### src/rtl/sc_pkg.sv
// Shared definitions for the stochastic-computing blocks: LFSR constants, FSM states
// and a constant-evaluable ceil(log2) helper.
package sc_pkg;

    localparam int unsigned LFSR_W = 16;
    // Taps for x^16 + x^14 + x^13 + x^11 + 1 on a left-shifting register.
    localparam logic [LFSR_W-1:0] LFSR_TAPS = 16'hB400;
    localparam logic [LFSR_W-1:0] LFSR_SEED_DEFAULT = 16'hACE1;

    typedef enum logic [1:0] {
        StIdle,
        StRun,
        StDone
    } sc_state_e;

    function automatic int unsigned clog2(input int unsigned value);
        int unsigned result;
        result = 0;
        for (int i = 0; i < 32; i++) begin
            if ((32'd1 << i) < value) begin
                result = i + 1;
            end
        end
        return result;
    endfunction

endpackage

### src/rtl/sc_lfsr.sv
// 16-bit Fibonacci LFSR used as a random select/number source by the SC blocks.
// Advances only when en is high so consumers can tie it to their beat valid.
module sc_lfsr
    import sc_pkg::*;
#(
    parameter logic [LFSR_W-1:0] SEED = LFSR_SEED_DEFAULT
) (
    input  logic              clk,
    input  logic              rst,
    input  logic              en,
    output logic [LFSR_W-1:0] state
);

    always_ff @(posedge clk) begin
        if (rst) begin
            state <= SEED;
        end else if (en) begin
            state <= {state[LFSR_W-2:0], ^(state & LFSR_TAPS)};
        end
    end

endmodule

### src/rtl/sc_matvec_accum.sv
// Stochastic matrix-vector product: per-channel AND/XNOR products, multiplexed by an LFSR
// select (scaled dot product), and accumulated over a fixed window of result beats.
module sc_matvec_accum
    import sc_pkg::*;
#(
    parameter int unsigned       DIMENSION   = 8,
    parameter int unsigned       NUM_OUTPUTS = 4,
    parameter int unsigned       BIPOLAR     = 0,
    parameter int unsigned       WINDOW      = 256,
    parameter logic [LFSR_W-1:0] LFSR_SEED   = 16'hACE1,
    localparam int unsigned      SEL_W       = clog2(DIMENSION),
    localparam int unsigned      CNT_W       = clog2(WINDOW + 1)
) (
    input  logic                             clk,
    input  logic                             rst,
    input  logic                             start,
    input  logic                             in_valid,
    input  logic [DIMENSION-1:0]             data,
    input  logic [NUM_OUTPUTS*DIMENSION-1:0] weights,
    output logic [NUM_OUTPUTS-1:0]           result,
    output logic                             result_valid,
    output logic [NUM_OUTPUTS*CNT_W-1:0]     count,
    output logic                             busy,
    output logic                             done
);

    logic [LFSR_W-1:0]    lfsr_state;
    logic [DIMENSION-1:0] prod_q [NUM_OUTPUTS];
    logic [SEL_W-1:0]     sel_q;
    logic                 v1_q;
    logic                 v2_q;
    logic [NUM_OUTPUTS-1:0] result_q;

    sc_lfsr #(
        .SEED (LFSR_SEED)
    ) u_lfsr (
        .clk   (clk),
        .rst   (rst),
        .en    (in_valid),
        .state (lfsr_state)
    );

    // Stage 1: products plus the pre-advance select, so both describe the same beat.
    always_ff @(posedge clk) begin
        if (rst) begin
            v1_q <= 1'b0;
        end else begin
            v1_q <= in_valid;
            if (in_valid) begin
                sel_q <= lfsr_state[SEL_W-1:0];
                for (int k = 0; k < NUM_OUTPUTS; k++) begin
                    if (BIPOLAR != 0) begin
                        prod_q[k] <= ~(data ^ weights[k*DIMENSION +: DIMENSION]);
                    end else begin
                        prod_q[k] <= data & weights[k*DIMENSION +: DIMENSION];
                    end
                end
            end
        end
    end

    // Stage 2: scaled addition by random selection; result holds across bubbles.
    always_ff @(posedge clk) begin
        if (rst) begin
            v2_q     <= 1'b0;
            result_q <= '0;
        end else begin
            v2_q <= v1_q;
            if (v1_q) begin
                for (int k = 0; k < NUM_OUTPUTS; k++) begin
                    result_q[k] <= prod_q[k][sel_q];
                end
            end
        end
    end

    assign result       = result_q;
    assign result_valid = v2_q;

    sc_state_e        state_q, state_d;
    logic [CNT_W-1:0] cnt_q [NUM_OUTPUTS];
    logic [CNT_W-1:0] cnt_d [NUM_OUTPUTS];
    logic [CNT_W-1:0] beat_q, beat_d;

    always_comb begin
        state_d = state_q;
        cnt_d   = cnt_q;
        beat_d  = beat_q;
        unique case (state_q)
            StIdle: begin
                if (start) begin
                    state_d = StRun;
                    beat_d  = '0;
                    for (int k = 0; k < NUM_OUTPUTS; k++) begin
                        cnt_d[k] = '0;
                    end
                end
            end
            StRun: begin
                if (v2_q) begin
                    beat_d = beat_q + 1'b1;
                    for (int k = 0; k < NUM_OUTPUTS; k++) begin
                        cnt_d[k] = cnt_q[k] + CNT_W'(result_q[k]);
                    end
                    // The beat that completes the window ends RUN on this same edge.
                    if (beat_q == CNT_W'(WINDOW - 1)) begin
                        state_d = StDone;
                    end
                end
            end
            StDone: begin
                state_d = StIdle;
            end
            default: begin
                state_d = StIdle;
            end
        endcase
    end

    always_ff @(posedge clk) begin
        if (rst) begin
            state_q <= StIdle;
            beat_q  <= '0;
            for (int k = 0; k < NUM_OUTPUTS; k++) begin
                cnt_q[k] <= '0;
            end
        end else begin
            state_q <= state_d;
            beat_q  <= beat_d;
            cnt_q   <= cnt_d;
        end
    end

    for (genvar k = 0; k < NUM_OUTPUTS; k++) begin : g_count
        assign count[k*CNT_W +: CNT_W] = cnt_q[k];
    end

    assign busy = (state_q == StRun);
    assign done = (state_q == StDone);

endmodule

### config.mk
export PLATFORM = sky130hd
export DESIGN_NAME = sc_matvec_accum
export DESIGN_NICKNAME = d
export VERILOG_FILES = /design/src/rtl/sc_pkg.sv /design/src/rtl/sc_lfsr.sv /design/src/rtl/sc_matvec_accum.sv
export SDC_FILE = /design/constraint.sdc
export NUM_CORES = 1
export LEC_CHECK = 0
export CAP_MARGIN = 20
export CORE_ASPECT_RATIO = 0.7
export CORE_UTILIZATION = 56
export DETAILED_ROUTE_END_ITERATION = 16
export GPL_TIMING_DRIVEN = 0
export MAX_ROUTING_LAYER = met4
export PLACE_DENSITY = 0.85
export SETUP_SLACK_MARGIN = 0.2
export SLEW_MARGIN = 20
export SYNTH_ARGS = -nofsm -noshare
export SYNTH_HDL_FRONTEND = slang
export SYNTH_SLANG_ARGS = --single-unit
export TNS_END_PERCENT = 50
### constraint.sdc
create_clock -name clk -period 9.3 [get_ports clk]
set_clock_uncertainty 0.1 [all_clocks]
set_input_delay 1.86 -clock clk [delete_from_list [all_inputs] [get_ports clk]]
set_output_delay 1.86 -clock clk [all_outputs]
set_load 0.01 [all_outputs]
* Yosys cells after proc, flatten, opt, wreduce, memory -nomap -nowiden
Memory sizes are Yosys's and may differ from the RTL's. Cells that the tools add are included.
Word-level totals: register bits after elaboration 72, bits in writable memories 32, input port bits 44, output and inout bits 43, logic and storage cells 56, memories kept 1
Memory list:
- prod_q | depth 4, width 8, rd ports 4, clocked after Yosys merged registers in 0, write ports 4, line sc_matvec_accum.sv:28 | logic [DIMENSION-1:0] prod_q [NUM_OUTPUTS];
Operators by class: add/subtract/negate cells 5, order comparisons 1, equality and inequality tests 6, muxes and demuxes 21, bitwise operators 5, reductions and logical operators 6
Operator list (count):
- two-way mux 36 bit | 2
- case mux 36 bit (2 select lines) | 1
- adder 9 x 1 -> 9 bit | 4
- AND 8 bit | 4
- two-way mux 9 bit | 2
- case mux 9 bit (2 select lines) | 1
- parity 16 bit | 1
- binary-select mux 1 bit (select 3 bit) | 4
- adder 9 x 1 -> 9 bit, second input constant | 1
- equality test 9 x 8 -> 1 bit, second input constant | 1
- two-way mux 1 bit | 7
- two-way mux 2 bit | 3
- AND reduction 3 bit | 2
- less-than comparator 3 x 4 -> 1 bit, second input constant | 1
- inequality test 2 x 1 -> 1 bit, second input constant | 2
- case mux 2 bit (2 select lines) | 1
- equality test 2 x 1 -> 1 bit, second input constant | 1
- equality test 2 bit, second input constant | 1
- logical NOT 2 bit | 1
- inequality test 2 bit, second input constant | 1
- AND reduction 2 bit | 1
- nonzero test 2 bit | 1
- inverter 1 bit | 1

* Longest topological paths before layout
Gate-level depths: netlist (run 1).
depth in word-level cells 4, gate-level depth with buffers 7, mapped depth without buffers 6

* By module
Synthesis (run 1) repeated with hierarchy kept, for this count alone.
Unflattened totals: cells, all modules 401, area total of the unflattened synthesis 4478.0 µm²
Modules (own cells, without submodules):
- sc_matvec_accum | times used 1, cells each 346, area each 3858.7 µm², sequential area each 2112.0 µm²
- sc_lfsr | times used 1, cells each 55, area each 619.3 µm², sequential area each 320.3 µm²

* Worst setup path before layout (run 1)
OpenSTA, ideal clock, no wires.
path type in2reg, start point input in_valid, end point memory prod_q[0][0] (enable), setup time 431 ps, arrival time 4036 ps, data required time 8769 ps, path slack 4733 ps, cell stages on the path 3, path buffers 2, cell sequence buf_2 > clkbuf_1 > nor2b_1
RTL lines:
- start, declared | line sc_matvec_accum.sv:17 | input logic in_valid,
- end, declared | line sc_matvec_accum.sv:28

==> results of run 1 <==
==> sequential cells by signal, summed over array words and instances, names as in the netlist <==
name	flops
beat_q	9
result_valid	1
sel_q	3
u_lfsr.state	16
result	4
state_q	2
v1_q	1
count	36
prod_q	32
==> worst max path at each step <==
stage | start | to | slack [ns] | depth (start not counted)
after floorplan | in_valid | prod_q[0][0]$_DFFE_PP_ | 4.73 | 3
after global placement | in_valid | prod_q[3][1]$_DFFE_PP_ | 3.41 | 4
after detailed placement | in_valid | prod_q[2][1]$_DFFE_PP_ | 4.79 | 5
after CTS | in_valid | prod_q[0][0]$_DFFE_PP_ | 5.12 | 5
after global routing | in_valid | prod_q[1][0]$_DFFE_PP_ | 4.99 | 5
final | in_valid | prod_q[2][5]$_DFFE_PP_ | 5.13 | 5
==> critical path: stages <==
cell	delay (ns)
sky130_fd_sc_hd__clkdlybuf4s50_1	0.64
sky130_fd_sc_hd__buf_2	0.33
sky130_fd_sc_hd__clkbuf_1	0.43
sky130_fd_sc_hd__nor2b_4	0.61
sky130_fd_sc_hd__buf_16	0.23
==> where the power goes <==
part	switching [mW]	leakage, nW	internal (mW)	total [mW]
Combinational	0.0377	1.06	0.0443	0.0821
Clock	0.154	0.146	0.205	0.359
Sequential	0.00971	0.868	0.488	0.498
Total	0.201	2.07	0.737	0.939
==> cells by family (layout without fill, tap and decap cells) <==
group | after synthesis | after routing | synth area share
mux | 32 | 32 | 0.08403
fa+ha+maj | 10 | 10 | 0.02792
xor+xnor | 27 | 27 | 0.05276
simple gates | 157 | 157 | 0.1915
compound gates | 45 | 45 | 0.07342
flops | 104 | 104 | 0.5427
buf+inv | 25 | 128 | 0.02764
==> final cells by class <==
type,instances,area (um^2)
tap,98,122.6
sequential,104,2432
multi-input combinational,271,1933
clock buffer,14,275.3
timing repair buffer,87,888.4
inverter,5,18.77
buffer,20,105.1
clock inverter,2,11.26
fill,482,1728
==> Yosys cell counts, drive strengths merged, types with 4 or more instances <==
library cell and instances:
dfxtp 69, a211o 7, a211oi 4, a22o 10
and3 6, nand4 6, nor4b 12, xnor2 24
inv 5, nand2 13, mux4 4, ha 10
mux2i 26, nor4 5, buf 7, or3 5
o21ai 6, and2 33, edfxtp 35, nand3 11
clkbuf 13, nor2 45, nor2b 11, a21oi 10
==> routing by layer <==
| layer | share of wire | up-vias | GRT usage |
|---|---|---|---|
| met3 | 0.069 | 18 | 0.05102 |
| met1 | 0.45 | 1705 | 0.3575 |
| met4 | 0.014 | 0 | 0.08378 |
| met5 | 0 | - | - |
| li1 | - | 1637 | - |
| met2 | 0.47 | 158 | 0.4214 |
==> reports/results.txt, run 1 <==
The maximum number of pins on one net before global-route repair was 19; the number of antenna violations at the first check in global routing was 0. Across all register-to-register paths, the minimum setup slack is 7.24 ns. The path with the worst hold slack has its endpoint at u_lfsr.state[7]$_SDFFE_PP1P_.

The class of the tightest hold or removal check is reg -> reg. The detailed router placed 3518 vias in this run. In this run the critical register-to-register path is captured at beat_q[3]$_SDFFE_PP0P_. The number of max-slew violations in the final report was 0. The worst setup path is captured at a register. The share of post-route cells with drive strength above 1 is 0.06561, and the setup total negative slack is 0 ns.

For the detailed placer's ending HPWL, the log shows 7525 um. In this run the number of H-tree levels came out at 3. The depth of the most critical reg-to-reg path was 6. CTS saw 104 sinks. Max-cap violations in this run came to 0. Data on the critical path is required at its endpoint by 9.24 ns. The worst slew margin relative to its limit was 0.5864; the synthesis-stage register bit count was 104. The share of Yosys cell area claimed by the top area cell type came out at 0.3082. In this run the core area contains 26 standard-cell rows. The worst path in the final design needs a cycle of 4.167 ns, including I/O delays and setup. The worst hold path startpoint is u_lfsr.state[6]$_SDFFE_PP1P_. The share of synthesized area occupied by flip-flops and latches is 0.5427, and the total of warnings raised by yosys is 0.

In this run, post-CTS hold repair placed 0 buffers. The run gives 938.5 uW as the overall power consumption. The die footprint was 0.008371 mm^2; the number of top-level pins was 87. Timing analysis after detailed placement gives a worst setup slack of 4.794 ns. The die is 76.85 um tall. For the final hold violation count, the log shows 0.

After detailed routing, the number of remaining DRC violations is 0. The total overflow left after global routing is 0. Average footprint of a synthesized cell: 11.20 um^2.

Synthesis produced 400 cells. The number of clock buffers added by TritonCTS is 9. In the post-route analysis, the smallest setup slack over all paths is 5.133 ns.

The area growth from synthesis to layout is 29.12%. The number of setup violations in the final report was 0. In this run the cell area measured after placement is 0.005500 mm^2. For this run, the leading register cell type out of synthesis is sky130_fd_sc_hd__dfxtp_1.

Setup repair after global routing left no endpoint under its margin. The dominant cell type by area after synthesis was sky130_fd_sc_hd__dfxtp_1. The number of global-route vias before repair came out at 3422. At the worst endpoint, the arrival time is 4.11 ns.

Wires add up to 10460 um. The number of antenna cells inserted is 0, and the die boundary width is 108.9 um. The run finished with clean final reports. The critical path is of the in -> reg type. Dividing total power by cell area gives a power density of 162.2 mW/mm^2. The first detailed-routing pass took 5 iterations.

The cell area that synthesis handed to floorplanning was 0.004482 mm^2. Routability-driven placement finished with a final weighted congestion of 0.8288. TritonCTS built the clock tree. The core region is 0.007515 mm^2. The tools report the number of post-CTS setup repair buffers as 0.

After clock tree synthesis, the clock-pin slew on the worst setup and hold paths is 0.06 ns. After routing the design area is 0.005787 mm^2. The hold-critical path depth is 1. Counting flops with a built-in enable in the synthesized netlist gives 35.

In this run, post-CTS repair resized a total of 0 instances. When the netlist entered floorplanning its net count stood at 454. The worst setup path is launched from an input pin. Clock latency on the worst-skew pair, taken at its later pin, is 0.33 ns. On the final layout, the worst hold slack is 0.3604 ns. The number of DRC markers in iteration 0 was 291; the starting density of the core was 0.5964. The number of placed cells counting well taps was 585.

The run gives 39 as the number of different library cells in the post-synthesis netlist. The part of the cycle the worst path needs is 0.4481. The most frequent standard cell in the layout excluding fill and tap cells is sky130_fd_sc_hd__clkdlybuf4s50_1.

At the end of the flow, the number of nets in the layout was 552. The tools report the utilization after layout as 0.7701. The count of input and output buffers was 86. Clock tree synthesis selected as its root buffer the cell sky130_fd_sc_hd__clkbuf_16. Summed over all cells, the static leakage comes to 2.073 nW.

The slew at the pin closest to its max-slew limit is 0.6204 ns. The worst reg2reg path startpoint is state_q[1]$_SDFFE_PP0P_. By area the synthesized netlist is led by sky130_fd_sc_hd__dfxtp_1, sky130_fd_sc_hd__edfxtp_1, sky130_fd_sc_hd__mux2i_1. The logs give 0 for the remaining antenna violation count after routing and 2 for the buffer levels on the longest clock path. The library cells used most frequently in the layout, excluding fill and tap cells, are sky130_fd_sc_hd__clkdlybuf4s50_1, sky130_fd_sc_hd__dfxtp_1, sky130_fd_sc_hd__nor2_1, sky130_fd_sc_hd__edfxtp_1, sky130_fd_sc_hd__and2_1.

The run gives 0.2709 as the total global routing track utilization. The async set or reset register ratio after synthesis was 0; the largest vdd supply drop was 0.0001055 V. Along the worst path, the maximum fanout reaches 18.

The wire length of the first global-routing pass was 16930 um; the routed length per placed instance was 17.41 um. Using the TritonRoute via totals, the vias-per-cell ratio works out to 5.854. After the flow finishes, the layout carries non-filler instances totaling 601. Static timing analysis puts the maximum clock frequency at 0.2400 GHz.
No activity file was read; power rests on OpenSTA's default activity.
==> run 2, diff against run 1 <==
--- a/config.mk
+++ b/config.mk
@@ -7,11 +7,11 @@
 export LEC_CHECK = 0
 export CAP_MARGIN = 20
 export CORE_ASPECT_RATIO = 0.7
-export CORE_UTILIZATION = 56
+export CORE_UTILIZATION = 47
 export DETAILED_ROUTE_END_ITERATION = 16
 export GPL_TIMING_DRIVEN = 0
 export MAX_ROUTING_LAYER = met4
-export PLACE_DENSITY = 0.85
+export PLACE_DENSITY = 0.76
 export SETUP_SLACK_MARGIN = 0.2
 export SLEW_MARGIN = 20
 export SYNTH_ARGS = -nofsm -noshare
==> constraint.sdc (replaced) <==
create_clock -name clk -period 3.8 [get_ports clk]
set_clock_uncertainty 0.1 [all_clocks]
set_input_delay 0.76 -clock clk [delete_from_list [all_inputs] [get_ports clk]]
set_output_delay 0.76 -clock clk [all_outputs]
set_load 0.01 [all_outputs]
==> reports/results.txt, run 2 (synthesis gave the netlist of run 1 again) <==
The deepest level of the CTS H-tree is 3 (unchanged), and the total detailed-routing wirelength is 9889 um (was 10460 um). The run gives 0 (unchanged) as the number of antenna cells inserted. The run gives 627 (was 601) as the final non-filler cell total. The area growth from synthesis to layout came out at 30.26% (was 29.12%).

The met3 usage is 0.05738 (was 0.05102). The number of antenna violations at the first check in global routing was 0 (unchanged). The source-to-sink clock delay at the later pin of the worst-skew pair was 0.35 ns (was 0.33 ns). Most crowded layer after global routing: met2 (unchanged). The run finished with clean final reports. The minimum period implied by the final worst setup slack is 3.055 ns.

The kind of start point of the critical path was an input pin (unchanged). The number of global-route vias before repair was 3248 (was 3422). The logs give 0.005533 mm^2 (was 0.005500 mm^2) for the instance area after placement and 0.3273 GHz for the highest attainable clock frequency. Cell at the root of the clock tree: sky130_fd_sc_hd__clkbuf_16 (unchanged).

The clock-pin slew on the worst setup and hold paths came out at 0.06 ns (about the same). The most frequent standard cell in the layout excluding fill and tap cells is sky130_fd_sc_hd__clkdlybuf4s50_1 (unchanged). Setup repair after global routing left no endpoint under its margin. The number of max-slew violations in the final report is 0 (unchanged). The remaining antenna violation count after routing is 0 (unchanged), and the depth of the most critical reg-to-reg path is 6 (unchanged). The final routed DRC violation total was 0 (unchanged). The worst setup slack for register-to-register paths is 1.78 ns (was 7.24 ns). The kind of capture point of the worst setup path is a register (unchanged). The die footprint is 0.009936 mm^2 (was 0.008371 mm^2). The slew at the pin closest to its max-slew limit was 0.5766 ns (was 0.6204 ns).

Placeable core region: 0.009144 mm^2 (was 0.007515 mm^2). The number of buffers inserted during clock tree synthesis was 9 (unchanged). For the layout net count, the log shows 552 (unchanged). The count of instances resized after the clock tree is built was 0 (unchanged); the sum of overflow across all layers after global routing was 0 (unchanged). The worst slew margin relative to its limit was 0.6148 (was 0.5864). The maximum fanout along the worst path works out to 18 (unchanged). Die boundary width: 118.7 um (was 108.9 um). The end of the worst hold path was u_lfsr.state[6]$_SDFFE_PP1P_ (was u_lfsr.state[7]$_SDFFE_PP1P_).

The final hold violation count is 0 (unchanged). The logs give 16350 um (was 16930 um) for the wire length of the first global-routing pass and 0.3539 ns (was 0.3604 ns) for the hold slack. The buffer levels on the longest clock path is 2 (unchanged).

The mean number of vias per cell is 5.397 (was 5.854). The worst reg2reg path endpoint was count[4]$_SDFFE_PP0P_ (was beat_q[3]$_SDFFE_PP0P_). Placer's final routability congestion estimate: 0.7832 (was 0.8288). The worst hold path startpoint is u_lfsr.state[5]$_SDFFE_PP1P_ (was u_lfsr.state[6]$_SDFFE_PP1P_). The count of input and output buffers is 86 (unchanged), and the overall power consumption is 2.370 mW (was 938.5 uW).

For the detailed placer's ending HPWL, the log shows 7330 um (was 7525 um). The run gives 19 (unchanged) as the maximum number of pins on one net before global-route repair. Top library cells by usage in the layout, fill and taps aside: sky130_fd_sc_hd__clkdlybuf4s50_1, sky130_fd_sc_hd__dfxtp_1, sky130_fd_sc_hd__nor2_1, sky130_fd_sc_hd__edfxtp_1, sky130_fd_sc_hd__and2_1 (unchanged).

The required time of the worst setup path was 3.75 ns (was 9.24 ns); the count of filler cells inserted in the layout was 733 (was 482). The total power density per cell area came out at 405.9 mW/mm^2 (was 162.2 mW/mm^2). The class of the tightest hold or removal check was reg -> reg (unchanged). Die outline height: 83.70 um (was 76.85 um). The number of setup violations in the final report came out at 0 (unchanged).

The run gives 87 (unchanged) as the number of top-level pins. The tools report the worst reg2reg path startpoint as state_q[1]$_SDFFE_PP0P_ (unchanged). For the leakage dissipation, the log shows 2.075 nW (was 2.073 nW). The tools report the arrival time at the worst endpoint as 3.01 ns (was 4.11 ns). The tools report the number of vias after detailed routing as 3384 (was 3518).

The worst setup path category was in -> reg (unchanged). The hold-critical path depth is 1 (unchanged). TritonCTS built the clock tree.

The part of the cycle the worst path needs is 0.8040. The number of iterations in the first detailed-routing pass was 4 (was 5); the number of sinks driven by the clock tree was 104 (unchanged). Met2 track utilization from global routing: 0.3413 (was 0.4214). The run gives 29 (was 26) as the number of placement rows. The share of post-route cells with drive strength above 1 is 0.05964 (was 0.06561).

The run gives 0.0002857 V (was 0.0001055 V) as the largest vdd supply drop. The total of hold buffers inserted after clock tree synthesis is 0 (unchanged), and the number of flip-flops in the largest register is 36 (unchanged). Starting density of the core: 0.4901 (was 0.5964). The run gives 0.2839 (was 0.3575) as the met1 track demand over resource in global routing.

The final instance area was 0.005838 mm^2 (was 0.005787 mm^2); the number of placed cells counting well taps was 611 (was 585). The logs give 207 (was 291) for the number of DRC markers in iteration 0 and 0 ns (unchanged) for the setup total negative slack. The logs give 0.2193 (was 0.2709) for the total global routing track utilization and 0 (unchanged) for the number of post-CTS setup repair buffers.

Count of max-cap constraint violations: 0 (unchanged). The routed length per placed instance is 15.77 um (was 17.41 um).
run 2: changes by cell type in the layout (fill, tap and decap cells not counted):
cell and delta:
sky130_fd_sc_hd__clkinv_1 +1, sky130_fd_sc_hd__bufinv_16 +2, sky130_fd_sc_hd__inv_4 -1, sky130_fd_sc_hd__clkbuf_1 +2, sky130_fd_sc_hd__clkbuf_2 -1, sky130_fd_sc_hd__clkbuf_8 -3
run 2: final cells by class:
class / count / area [um^2] / share of cell area
buffer: 20 / 105.1 / 0.01800
clock buffer: 12 / 236.5 / 0.04051
sequential: 104 / 2432 / 0.4166
multi-input combinational: 271 / 1933 / 0.3311
timing repair buffer: 87 / 888.4 / 0.1522
tap: 124 / 155.1 / 0.02658
clock inverter: 4 / 68.82 / 0.01179
inverter: 5 / 18.77 / 0.003215
run 2: how the worst max path moves through the flow:
| stage | from | end | slack, ns | depth (start not counted) |
|---|---|---|---|---|
| after floorplan | in_valid | prod_q[0][0]$_DFFE_PP_ | 0.33 | 3 |
| after global placement | in_valid | prod_q[0][4]$_DFFE_PP_ | -1.03 | 4 |
| after detailed placement | in_valid | prod_q[0][4]$_DFFE_PP_ | 0.40 | 5 |
| after CTS | in_valid | prod_q[1][1]$_DFFE_PP_ | 0.77 | 5 |
| after global routing | in_valid | prod_q[1][1]$_DFFE_PP_ | 0.57 | 5 |
| final | in_valid | prod_q[0][0]$_DFFE_PP_ | 0.74 | 5 |
run 2: worst max-delay path, cell delays in order:
cell and delay, ns:
sky130_fd_sc_hd__clkdlybuf4s50_1 0.62, sky130_fd_sc_hd__buf_2 0.32, sky130_fd_sc_hd__clkbuf_1 0.45, sky130_fd_sc_hd__nor2b_4 0.62, sky130_fd_sc_hd__buf_16 0.23
run 2: through the flow:
stage          utilization  setup slack (ns)
2_1_floorplan            -            0.3325
3_3_place_gp        0.6013            -1.025
3_5_place_dp        0.6051            0.4049
4_1_cts             0.6385            0.7660
5_1_grt             0.6385            0.5671
6_report            0.6385            0.7449
run 2: layer usage:
metal,wire (um),share of wire
met1,4850,0.49
met2,4507,0.46
met3,439,0.044
met4,91,0.0092
met5,0,0
run 2: where the power goes:
part	leakage, nW	internal, mW	switching [mW]
Clock	0.148	0.574	0.380
Combinational	1.06	0.108	0.0904
Sequential	0.868	1.19	0.0222
